File: src/rtl/seq_dtree_engine_if.sv
// Handshake and config bundle for the sequential decision-tree engine.
// The master side is the front end / host; the slave side is the engine.
interface seq_dtree_engine_if #(
    parameter int N_FEAT  = 5,
    parameter int FEAT_W  = 8,
    parameter int ADDR_W  = 4,
    parameter int NODE_W  = 16,
    parameter int CLASS_W = 6
);
    logic                      cfg_we;
    logic [ADDR_W-1:0]         cfg_addr;
    logic [NODE_W-1:0]         cfg_wdata;
    logic                      cfg_err;
    logic                      in_valid;
    logic                      in_ready;
    logic [N_FEAT*FEAT_W-1:0]  in_feat;
    logic                      out_valid;
    logic                      out_ready;
    logic [CLASS_W-1:0]        out_class;
    logic [ADDR_W:0]           out_steps;
    logic                      out_err;

    modport master (
        output cfg_we, cfg_addr, cfg_wdata, in_valid, in_feat, out_ready,
        input  cfg_err, in_ready, out_valid, out_class, out_steps, out_err
    );

    modport slave (
        input  cfg_we, cfg_addr, cfg_wdata, in_valid, in_feat, out_ready,
        output cfg_err, in_ready, out_valid, out_class, out_steps, out_err
    );
endinterface

File: src/rtl/seq_dtree_engine.sv
// Programmable decision-tree classifier: walks a register-based node table
// one node per clock, from root node 0 to a leaf, a bad feature select or a loop timeout.
//
// state | meaning
// IDLE  | ready for a feature vector; config writes accepted
// WALK  | evaluating node[ptr] each cycle
// DONE  | result presented, held until out_ready
module seq_dtree_engine #(
    parameter int N_FEAT    = 5,
    parameter int FEAT_W    = 8,
    parameter int CMP_W     = 4,
    parameter int N_NODES   = 16,
    parameter int FSEL_W    = 3,
    parameter int CLASS_W   = 6,
    parameter int MAX_STEPS = N_NODES
) (
    input  logic                clk,
    input  logic                rst_n,
    seq_dtree_engine_if.slave   bus
);
    localparam int ADDR_W = $clog2(N_NODES);
    localparam int NODE_W = 1 + FSEL_W + CMP_W + 2*ADDR_W;

    typedef enum logic [1:0] {IDLE, WALK, DONE} state_t;

    state_t                    state, state_nxt;
    logic [NODE_W-1:0]         node_tbl [N_NODES];
    logic [N_FEAT*FEAT_W-1:0]  feat_q;
    logic [ADDR_W-1:0]         ptr;
    logic [ADDR_W:0]           steps;
    logic [CLASS_W-1:0]        class_q;
    logic [ADDR_W:0]           steps_q;
    logic                      err_q;
    logic                      cfg_err_q;

    logic [NODE_W-1:0]         node;
    logic                      node_leaf;
    logic [FSEL_W-1:0]         node_fsel;
    logic [CMP_W-1:0]          node_thr;
    logic [ADDR_W-1:0]         node_lo;
    logic [ADDR_W-1:0]         node_hi;
    logic [FEAT_W-1:0]         sel_feat;
    logic                      fsel_bad;
    logic                      timeout;
    logic                      go_lo;
    logic                      addr_ok;

    assign node      = node_tbl[ptr];
    assign node_leaf = node[NODE_W-1];
    assign node_fsel = node[NODE_W-2 -: FSEL_W];
    assign node_thr  = node[2*ADDR_W +: CMP_W];
    assign node_lo   = node[ADDR_W +: ADDR_W];
    assign node_hi   = node[0 +: ADDR_W];
    assign fsel_bad  = (int'(node_fsel) >= N_FEAT);
    assign timeout   = (steps == (ADDR_W+1)'(MAX_STEPS));
    assign addr_ok   = (int'(bus.cfg_addr) < N_NODES);

    always_comb begin
        sel_feat = '0;
        for (int i = 0; i < N_FEAT; i++) begin
            if (node_fsel == FSEL_W'(i)) sel_feat = feat_q[i*FEAT_W +: FEAT_W];
        end
    end

    // MSBs(f) <= thr is the same as f <= {thr, all ones}; avoids slicing off unused LSBs.
    assign go_lo = (sel_feat <= {node_thr, {(FEAT_W-CMP_W){1'b1}}});

    always_ff @(posedge clk or negedge rst_n) begin
        if (!rst_n) state <= IDLE;
        else        state <= state_nxt;
    end

    always_comb begin
        state_nxt = state;
        case (state)
            IDLE:    if (bus.in_valid) state_nxt = WALK;
            WALK:    if (node_leaf || fsel_bad || timeout) state_nxt = DONE;
            DONE:    if (bus.out_ready) state_nxt = IDLE;
            default: state_nxt = IDLE;
        endcase
    end

    always_comb begin
        bus.in_ready  = (state == IDLE);
        bus.out_valid = (state == DONE);
        bus.out_class = class_q;
        bus.out_steps = steps_q;
        bus.out_err   = err_q;
        bus.cfg_err   = cfg_err_q;
    end

    always_ff @(posedge clk or negedge rst_n) begin
        if (!rst_n) begin
            for (int i = 0; i < N_NODES; i++) node_tbl[i] <= '0;
            feat_q    <= '0;
            ptr       <= '0;
            steps     <= '0;
            class_q   <= '0;
            steps_q   <= '0;
            err_q     <= 1'b0;
            cfg_err_q <= 1'b0;
        end else begin
            cfg_err_q <= 1'b0;
            if (bus.cfg_we) begin
                if (state == IDLE && addr_ok) node_tbl[bus.cfg_addr] <= bus.cfg_wdata;
                else                          cfg_err_q <= 1'b1;
            end
            case (state)
                IDLE: begin
                    if (bus.in_valid) begin
                        feat_q <= bus.in_feat;
                        ptr    <= '0;
                        steps  <= '0;
                    end
                end
                WALK: begin
                    if (node_leaf) begin
                        class_q <= node[CLASS_W-1:0];
                        err_q   <= 1'b0;
                        steps_q <= steps;
                    end else if (fsel_bad || timeout) begin
                        class_q <= '0;
                        err_q   <= 1'b1;
                        steps_q <= steps;
                    end else begin
                        ptr   <= go_lo ? node_lo : node_hi;
                        steps <= steps + 1'b1;
                    end
                end
                default: ;
            endcase
        end
    end
endmodule

File: src/flat_wrapper.sv
// flat-port wrapper written by rule: the top's interface ports become plain ports
module seq_dtree_engine_flat 
#(
    parameter int N_FEAT    = 5,
    parameter int FEAT_W    = 8,
    parameter int CMP_W     = 4,
    parameter int N_NODES   = 16,
    parameter int FSEL_W    = 3,
    parameter int CLASS_W   = 6,
    parameter int MAX_STEPS = N_NODES
)
  (clk, rst_n, bus_cfg_we, bus_cfg_addr, bus_cfg_wdata, bus_in_valid, bus_in_feat, bus_out_ready, bus_cfg_err, bus_in_ready, bus_out_valid, bus_out_class, bus_out_steps, bus_out_err);
  seq_dtree_engine_if #(.N_FEAT(N_FEAT), .FEAT_W(FEAT_W), .CLASS_W(CLASS_W)) bus_i ();
  input  logic clk;
  input  logic rst_n;
  input wire logic [$bits(bus_i.cfg_we)-1:0] bus_cfg_we;
  input wire logic [$bits(bus_i.cfg_addr)-1:0] bus_cfg_addr;
  input wire logic [$bits(bus_i.cfg_wdata)-1:0] bus_cfg_wdata;
  input wire logic [$bits(bus_i.in_valid)-1:0] bus_in_valid;
  input wire logic [$bits(bus_i.in_feat)-1:0] bus_in_feat;
  input wire logic [$bits(bus_i.out_ready)-1:0] bus_out_ready;
  output wire logic [$bits(bus_i.cfg_err)-1:0] bus_cfg_err;
  output wire logic [$bits(bus_i.in_ready)-1:0] bus_in_ready;
  output wire logic [$bits(bus_i.out_valid)-1:0] bus_out_valid;
  output wire logic [$bits(bus_i.out_class)-1:0] bus_out_class;
  output wire logic [$bits(bus_i.out_steps)-1:0] bus_out_steps;
  output wire logic [$bits(bus_i.out_err)-1:0] bus_out_err;
  assign bus_i.cfg_we = bus_cfg_we;
  assign bus_i.cfg_addr = bus_cfg_addr;
  assign bus_i.cfg_wdata = bus_cfg_wdata;
  assign bus_i.in_valid = bus_in_valid;
  assign bus_i.in_feat = bus_in_feat;
  assign bus_i.out_ready = bus_out_ready;
  assign bus_cfg_err = bus_i.cfg_err;
  assign bus_in_ready = bus_i.in_ready;
  assign bus_out_valid = bus_i.out_valid;
  assign bus_out_class = bus_i.out_class;
  assign bus_out_steps = bus_i.out_steps;
  assign bus_out_err = bus_i.out_err;
  seq_dtree_engine #(.N_FEAT(N_FEAT), .FEAT_W(FEAT_W), .CMP_W(CMP_W), .N_NODES(N_NODES), .FSEL_W(FSEL_W), .CLASS_W(CLASS_W), .MAX_STEPS(MAX_STEPS)) u_core (.clk(clk), .rst_n(rst_n), .bus(bus_i));
endmodule
File: config.mk
export PLATFORM = sky130hd
export DESIGN_NAME = seq_dtree_engine_flat
export DESIGN_NICKNAME = d
export VERILOG_FILES = /design/src/rtl/seq_dtree_engine_if.sv /design/src/rtl/seq_dtree_engine.sv /design/src/flat_wrapper.sv
export SDC_FILE = /design/constraint.sdc
export NUM_CORES = 1
export LEC_CHECK = 0
export CAP_MARGIN = 20
export CORE_UTILIZATION = 30
export CTS_CLUSTER_SIZE = 10
export DETAILED_ROUTE_END_ITERATION = 10
export PLACE_DENSITY = 0.43
export SLEW_MARGIN = 15
export SYNTH_ARGS = -nofsm -noshare
export SYNTH_HDL_FRONTEND = slang
export SYNTH_SLANG_ARGS = --single-unit
File: constraint.sdc
create_clock -name clk -period 6.3 [get_ports clk]
set_input_delay 1.26 -clock clk [delete_from_list [all_inputs] [get_ports clk]]
set_output_delay 1.26 -clock clk [all_outputs]
set_load 0.02 [all_outputs]
==> summary.txt, run 1 <==
Pwr
  • PwrDens: 475.0 mW/mm2
  • Static leakage: 7.616 nW
  • VDD IR max: 0.1781 mV

Setup path
  • Reg2reg start: u_core.ptr[0]$_DFFE_PN0P_
  • Largest stage delay on the critical path: 0.99 ns
  • Worst EP required: 6.70 ns
  • Crit-path slowest cell: dfrtp_4
  • CP arrival: 4.98 ns
  • CP Capture Type: flop
  • CP Max Fanout: 39
  • Worst Setup Path Type: flop to flop
  • Worst R2R End: u_core.ptr[3]$_DFFE_PN0P_
  • Most frequent CP cell: o21ai_0
  • Critical Path, Cell by Cell: mux4_2, mux2i_1, mux2i_2, mux2_2, nand2_1, o21ai_0, a22o_1, ha_1, a21oi_1, nor2b_1, o21ai_0, nand2b_1, o21ai_1, a21o_1, o311ai_0
  • CP Launch Type: flop
  • R2R Setup Slk: 1.71 ns
  • R2R cell count: 15

Final layout
  • Multi-input gate area: 0.006137 mm2
  • Fillers: 4610
  • Fraction of layout cells with a size suffix above 1: 39.13%
  • Finished Layout Cells: 1701
  • Register area: 0.008013 mm2
  • Post-route cell area: 0.01705 mm2
  • ANT cells: 0
  • # nets final: 1141
  • Area grow syn2layout: 17.94%

STA
  • Relative slew slack: 34.08%
  • Min Tclk post-route: 4.586 ns
  • Hold_ws: 0.4653 ns
  • Unrepaired setup endpoints after global routing: false
  • Final max-slew violation count: 0
  • Final setup fails: 0
  • Fmax: 218.1 MHz
  • Final period util: 72.79%
  • Fin Clk Skew: 0.01570 ns
  • Worst Setup Slack, final: 1.714 ns
  • Slew @ Worst Pin: 0.9696 ns
  • Fin. Hold Viols: 0
  • Sum of negative setup slack: 0 ns

Yosys
  • Syn Area/Cell: 14.49 um2
  • Warning count from the yosys run: 0
  • Asr flop ratio synth: 100.0%
  • Post-synth top flop: dfrtp_1
  • Syn Nets: 1069
  • Synth unique cells: 40
  • Number of flops mapped to enable cells by yosys: 0
  • Synth Instances: 998
  • Synth Cell Area: 0.01446 mm2
  • Seq cells post-synth: 320
  • Seq/Total Area, Yosys: 55.38%

Clock network
  • CTS Buf Count: 39
  • CTS tree: built
  • Clk slew on worst S/H paths: 0.06 ns
  • Hold buffer count at cts: 0
  • Worst skew pair latency: 0.54 ns
  • Clk buf depth: 3
  • CTS-repair resized insts: 0
  • Clock sink total: 320
  • H-tree depth: 2
  • CTS root buf: clkbuf_16
  • Post-CTS setup buffer count: 0

Placed design
  • PortBufs: 79
  • Post-Place Setup Slack: 1.644 ns
  • Placed wire-length estimate: 22770 um
  • Placed Cells incl. Taps: 1644
  • GPL Wtd Cong: 0.7202
  • Cell Area, Placed: 0.01594 mm2

Job
  • Max-Cap Viols: 0

Detailed routing
  • DRT Pass-1 Iters: 7
  • Total Routed Length: 38040 um
  • Via density: 4.949
  • Residual DRC count: 1
  • Routed via count: 8419
  • Final ANT Viol Nets: 0
  • Initial DRC count: 540
  • WL/cell: 22.36 um

Floorplanning
  • Die height: 221.5 um
  • Core ar.: 0.04765 mm2
  • Die width: 221.5 um
  • Initial Utilization: 30.35%
  • IO Pins: 80
  • Row count: 80
  • Die area: 0.04908 mm2

GRT
  • First-pass GRT wire length: 59770 um
  • Via count of the first global-routing pass: 9035
  • Initial antenna violation count: 0
  • Global Route Usage Sum: 16.19%
  • Aggregate global routing overflow: 0
  • Largest net degree at the start of global routing: 147

Min path
  • Path type of the worst min-delay path: flop to flop
  • Cell count of the worst hold path: 2
  • Hold Path End: u_core.feat_q[33]$_DFFE_PN0P_
  • Hold_sp: u_core.feat_q[33]$_DFFE_PN0P_

Outcome
  • Status: finished with violations
  • Failing checks: design-rule violations
## placed cells by master (no fill, tap or decap), types with 3 or more instances in the layout
| master | instances |
|---|---|
| a21o_1 | 4 |
| a22o_1 | 11 |
| and4_1 | 3 |
| buf_4 | 18 |
| clkbuf_1 | 12 |
| clkbuf_16 | 41 |
| clkbuf_8 | 3 |
| clkdlybuf4s50_1 | 78 |
| dfrtp_1 | 318 |
| ha_1 | 6 |
| inv_1 | 12 |
| mux2_2 | 264 |
| mux2i_1 | 12 |
| mux4_2 | 77 |
| nand2_1 | 139 |
| nand2b_1 | 4 |
| nand3_1 | 10 |
| nand4_1 | 16 |
| nor2_1 | 7 |
| nor2_2 | 4 |
| nor2_4 | 3 |
| nor2b_1 | 5 |
| o21ai_0 | 8 |
## registers in the layout, indices dropped and copies added (netlist names)
signal / flops
u_core.bus.out_err: 1
u_core.bus.out_steps: 5
u_core.bus.cfg_err: 1
u_core.steps: 5
u_core.state: 2
u_core.ptr: 4
u_core.node_tbl: 256
u_core.feat_q: 40
u_core.bus.out_class: 6
## how the worst max path moves through the flow
stage / startpoint / endpoint / slack [ns]
2_1_floorplan: u_core.ptr[0]$_DFFE_PN0P_ / u_core.ptr[3]$_DFFE_PN0P_ / 2.59
3_3_place_gp: u_core.ptr[0]$_DFFE_PN0P_ / u_core.ptr[3]$_DFFE_PN0P_ / 1.72
3_5_place_dp: u_core.ptr[0]$_DFFE_PN0P_ / u_core.ptr[3]$_DFFE_PN0P_ / 1.64
4_1_cts: u_core.ptr[0]$_DFFE_PN0P_ / u_core.ptr[3]$_DFFE_PN0P_ / 1.63
5_1_grt: u_core.ptr[0]$_DFFE_PN0P_ / u_core.ptr[3]$_DFFE_PN0P_ / 1.27
6_report: u_core.ptr[0]$_DFFE_PN0P_ / u_core.ptr[3]$_DFFE_PN0P_ / 1.71
## power breakdown
part           switching (W)  leakage (nW)  internal (W)
Sequential          0.000505          4.15       0.00294
Clock               0.000848         0.545       0.00121
Combinational        0.00116          2.92       0.00144
Total                0.00251          7.62       0.00559
## layout make-up
type | count | share of cell area [%]
sequential | 320 | 46.99
tap | 615 | 4.512
clock buffer | 56 | 6.523
multi-input combinational | 598 | 35.99
timing repair buffer | 99 | 5.694
clock inverter | 1 | 0.02935
inverter | 12 | 0.2641
## logic make-up after synthesis
group           count (synthesis)  share of synthesized area (%)
compound gates                 31                          1.601
xor+xnor                        1                        0.06059
mux                           357                          33.76
simple gates                  203                          6.196
buf+inv                        80                          2.484
fa+ha+maj                       6                         0.5192
flops                         320                          55.38
## worst max-delay path: cells and delay by family, from the launching register on
family | cells | cell delay (ns)
AO/OA/AOI/OAI | 7 | 1.19
adder cells (fa/ha/maj) | 1 | 0.31
flip-flops | 1 | 0.99
multiplexers | 4 | 1.70
AND/OR/NAND/NOR | 3 | 0.21
## metal layers
metal	GRT usage, %	part of all wire, %
met2	25.52	46
met4	3.741	1.6
met1	22.99	49
met5	0	0
met3	3.180	3.3
## metrics by stage
step           total power [W]  util [%]
2_1_floorplan         0.005326         -
3_3_place_gp          0.006075     33.45
3_5_place_dp          0.006122     33.45
4_1_cts               0.008229     35.79
5_1_grt               0.008647     35.79
6_report              0.008100     35.79
## cell usage after synthesis (2+ instances only)
library cell / n / share of area [%]
dfrtp_1: 320 / 55
mux2_2: 264 / 21
nand2_1: 139 / 3.6
mux4_2: 77 / 12
clkbuf_1: 50 / 1.3
nand4_1: 16 / 0.69
nor2_1: 13 / 0.34
inv_1: 12 / 0.31
mux2i_1: 12 / 0.83
nand3_1: 12 / 0.42
a22o_1: 11 / 0.67
buf_2: 8 / 0.28
o21ai_0: 8 / 0.28
ha_1: 6 / 0.52
buf_4: 5 / 0.26
nor2b_1: 5 / 0.22
a21o_1: 4 / 0.21
buf_6: 4 / 0.31
nand2b_1: 4 / 0.17
and4_1: 3 / 0.18
nor3_1: 3 / 0.10
a21oi_1: 2 / 0.069
and2_1: 2 / 0.087
mux2i_2: 2 / 0.19
(Power assumes the default switching activity.)
==> inputs of run 2 (changes only) <==
Clock period 6.3 ns to 4.7 ns, I/O delays scaled along.
==> run 2 against run 1 <==
Against the previous run:
- the flow now finishes without violations
- power is 35% higher
- wire length rose by 3.3%
- register-to-register slack worse by 1.2 ns
- global-route usage grew 0.48 points
- sequential cell count unchanged
- via count is 1.0% higher
- hold slack worse by 0.054 ns
- count of clock-buffer cells in the layout is 4 lower
- clock skew decreased by 0.0076 ns
- largest cell class unchanged
==> summary.txt, run 2 (same netlist as run 1, synthesis figures left out) <==
STA
  • Unrepaired setup endpoints after global routing: false
  • Final max-slew violation count: 0
  • Relative slew slack: 30.83%
  • Final setup fails: 0
  • Sum of negative setup slack: 0 ns
  • Final period util: 88.47%
  • Fmax: 240.5 MHz
  • Min Tclk post-route: 4.158 ns
  • Fin. Hold Viols: 0
  • Fin Clk Skew: 0.008149 ns
  • Slew @ Worst Pin: 1.017 ns

Final layout
  • Multi-input gate area: 0.006117 mm2
  • Top reg by flops: u_core.node_tbl
  • Most frequent cells in the layout: 318 x dfrtp_1, 264 x mux2_2, 139 x nand2_1
  • Register area: 0.008013 mm2
  • Area grow syn2layout: 18.41%
  • # nets final: 1152
  • ANT cells: 0
  • Most common cell after layout, fill and taps aside: dfrtp_1
  • Fillers: 4542
  • Post-layout util: 35.93%
  • Max reg flops: 256
  • Fraction of layout cells with a size suffix above 1: 39.91%

Min path
  • Path type of the worst min-delay path: input pin to asynchronous set/reset pin

Clock network
  • CTS Buf Count: 40
  • H-tree depth: 2
  • Hold buffer count at cts: 0
  • Clk slew on worst S/H paths: 0.06 ns
  • Clk buf depth: 3
  • CTS tree: built
  • CTS root buf: clkbuf_16
  • CTS-repair resized insts: 0
  • Clock sink total: 320
  • Post-CTS setup buffer count: 0
  • Worst skew pair latency: 0.55 ns

Setup path
  • Reg2reg start: u_core.ptr[0]$_DFFE_PN0P_
  • CP Max Fanout: 13
  • Worst Setup Path Type: flop to flop
  • First element of the critical path: u_core.ptr[0]$_DFFE_PN0P_
  • CP arrival: 4.55 ns
  • CP Capture Type: flop
  • R2R cell count: 15
  • CP Launch Type: flop
  • Worst EP required: 5.09 ns

Pwr
  • VDD IR max: 0.2578 mV
  • Sequential group share of total power: 41.9%
  • Sw power: 0.003385 W
  • Switching Fraction: 31.06%
  • PwrDens: 636.6 mW/mm2
  • Static leakage: 7.676 nW
  • Clock power frac: 25.4%
  • Comb power frac: 32.7%
  • Internal cell power: 0.007514 W

Floorplanning
  • Die height: 221.5 um
  • Initial Utilization: 30.35%
  • Core ar.: 0.04765 mm2
  • Row count: 80
  • IO Pins: 80
  • Die area: 0.04908 mm2
  • Die width: 221.5 um

Placed design
  • PortBufs: 79
  • Placed wire-length estimate: 23960 um
  • GPL Wtd Cong: 0.7311

Detailed routing
  • Final ANT Viol Nets: 0
  • Via density: 4.974
  • Initial DRC count: 545
  • Routed via count: 8506
  • WL/cell: 22.99 um
  • Residual DRC count: 0
  • Total Routed Length: 39310 um
  • DRT Pass-1 Iters: 4

GRT
  • Largest net degree at the start of global routing: 102
  • Global Route Usage Sum: 16.68%
  • Via count of the first global-routing pass: 9050
  • Aggregate global routing overflow: 0
  • First-pass GRT wire length: 60940 um
  • Initial antenna violation count: 1

Outcome
  • Status: finished clean

Job
  • Max-Cap Viols: 0
-- run 2: cell count changes in the layout (fill, tap and decap cells not counted) --
cell / delta
nor2_4: -2
nand3_2: -2
nand3_1: +2
clkinv_4: +1
clkbuf_8: +1
clkinv_2: +2
buf_4: +10
clkbuf_1: -5
nor2_2: +2
-- run 2: power groups by stage --
| stage | Combinational, W | Sequential [W] | Clock, W |
|---|---|---|---|
| after floorplan | 0.00272 | 0.00442 | 0 |
| after global placement | 0.00355 | 0.00461 | 0 |
| after detailed placement | 0.00360 | 0.00461 | 0 |
| after CTS | 0.00362 | 0.00457 | 0.00288 |
| after global routing | 0.00390 | 0.00473 | 0.00298 |
| final | 0.00356 | 0.00457 | 0.00277 |
-- run 2: layer usage --
metal,vias to the layer above,track usage [%],wire [um]
li1,3778,-,-
met1,4535,23.38,18470
met2,141,26.28,18390
met3,50,3.697,1754
met4,2,3.943,677
met5,-,0,13
-- run 2: critical path, stage by stage (launching register included) --
cell and delay [ns]:
dfrtp_4 0.55, mux4_2 0.35, mux2i_1 0.12, mux2i_2 0.82, mux2_2 0.42, nand2_1 0.06, o21ai_0 0.10, a22o_1 0.23
ha_1 0.30, a21oi_1 0.15, nor2b_1 0.05, o21ai_0 0.14, nand2b_1 0.10, o21ai_1 0.29, a21o_1 0.17, o311ai_0 0.12
-- run 2: final timing paths --
check	endpoint	slack [ns]
min in group clk	u_core.feat_q[27]$_DFFE_PN0P_	0.47
max	u_core.ptr[3]$_DFFE_PN0P_	0.54
max in group asynchronous	u_core.feat_q[17]$_DFFE_PN0P_	3.09
min reg2reg	u_core.feat_q[27]$_DFFE_PN0P_	0.47
max reg2reg	u_core.ptr[3]$_DFFE_PN0P_	0.54
min	u_core.node_tbl[32]$_DFFE_PN0P_	0.41
-- run 2: per-stage QoR --
stage	setup WS, ns	instances	hold WS [ns]	power (W)	instance area, um2
after floorplan	0.9871	998	0.4379	0.007139	14460
after global placement	0.5223	1654	0.4517	0.008160	15990
after detailed placement	0.5177	1654	0.4556	0.008216	15990
after CTS	0.4668	1710	0.4728	0.01107	17120
after global routing	0.1744	1710	0.4817	0.01162	17120
final	0.5419	1710	0.4118	0.01090	17120
-- run 2: layout make-up --
type,instances,area share [%]
flip-flops and latches,320,46.80
well taps,615,4.494
inverters,12,0.2631
repair buffers,109,6.109
clock inverters,4,0.1388
clock buffers,52,6.467
multi-input cells,598,35.73
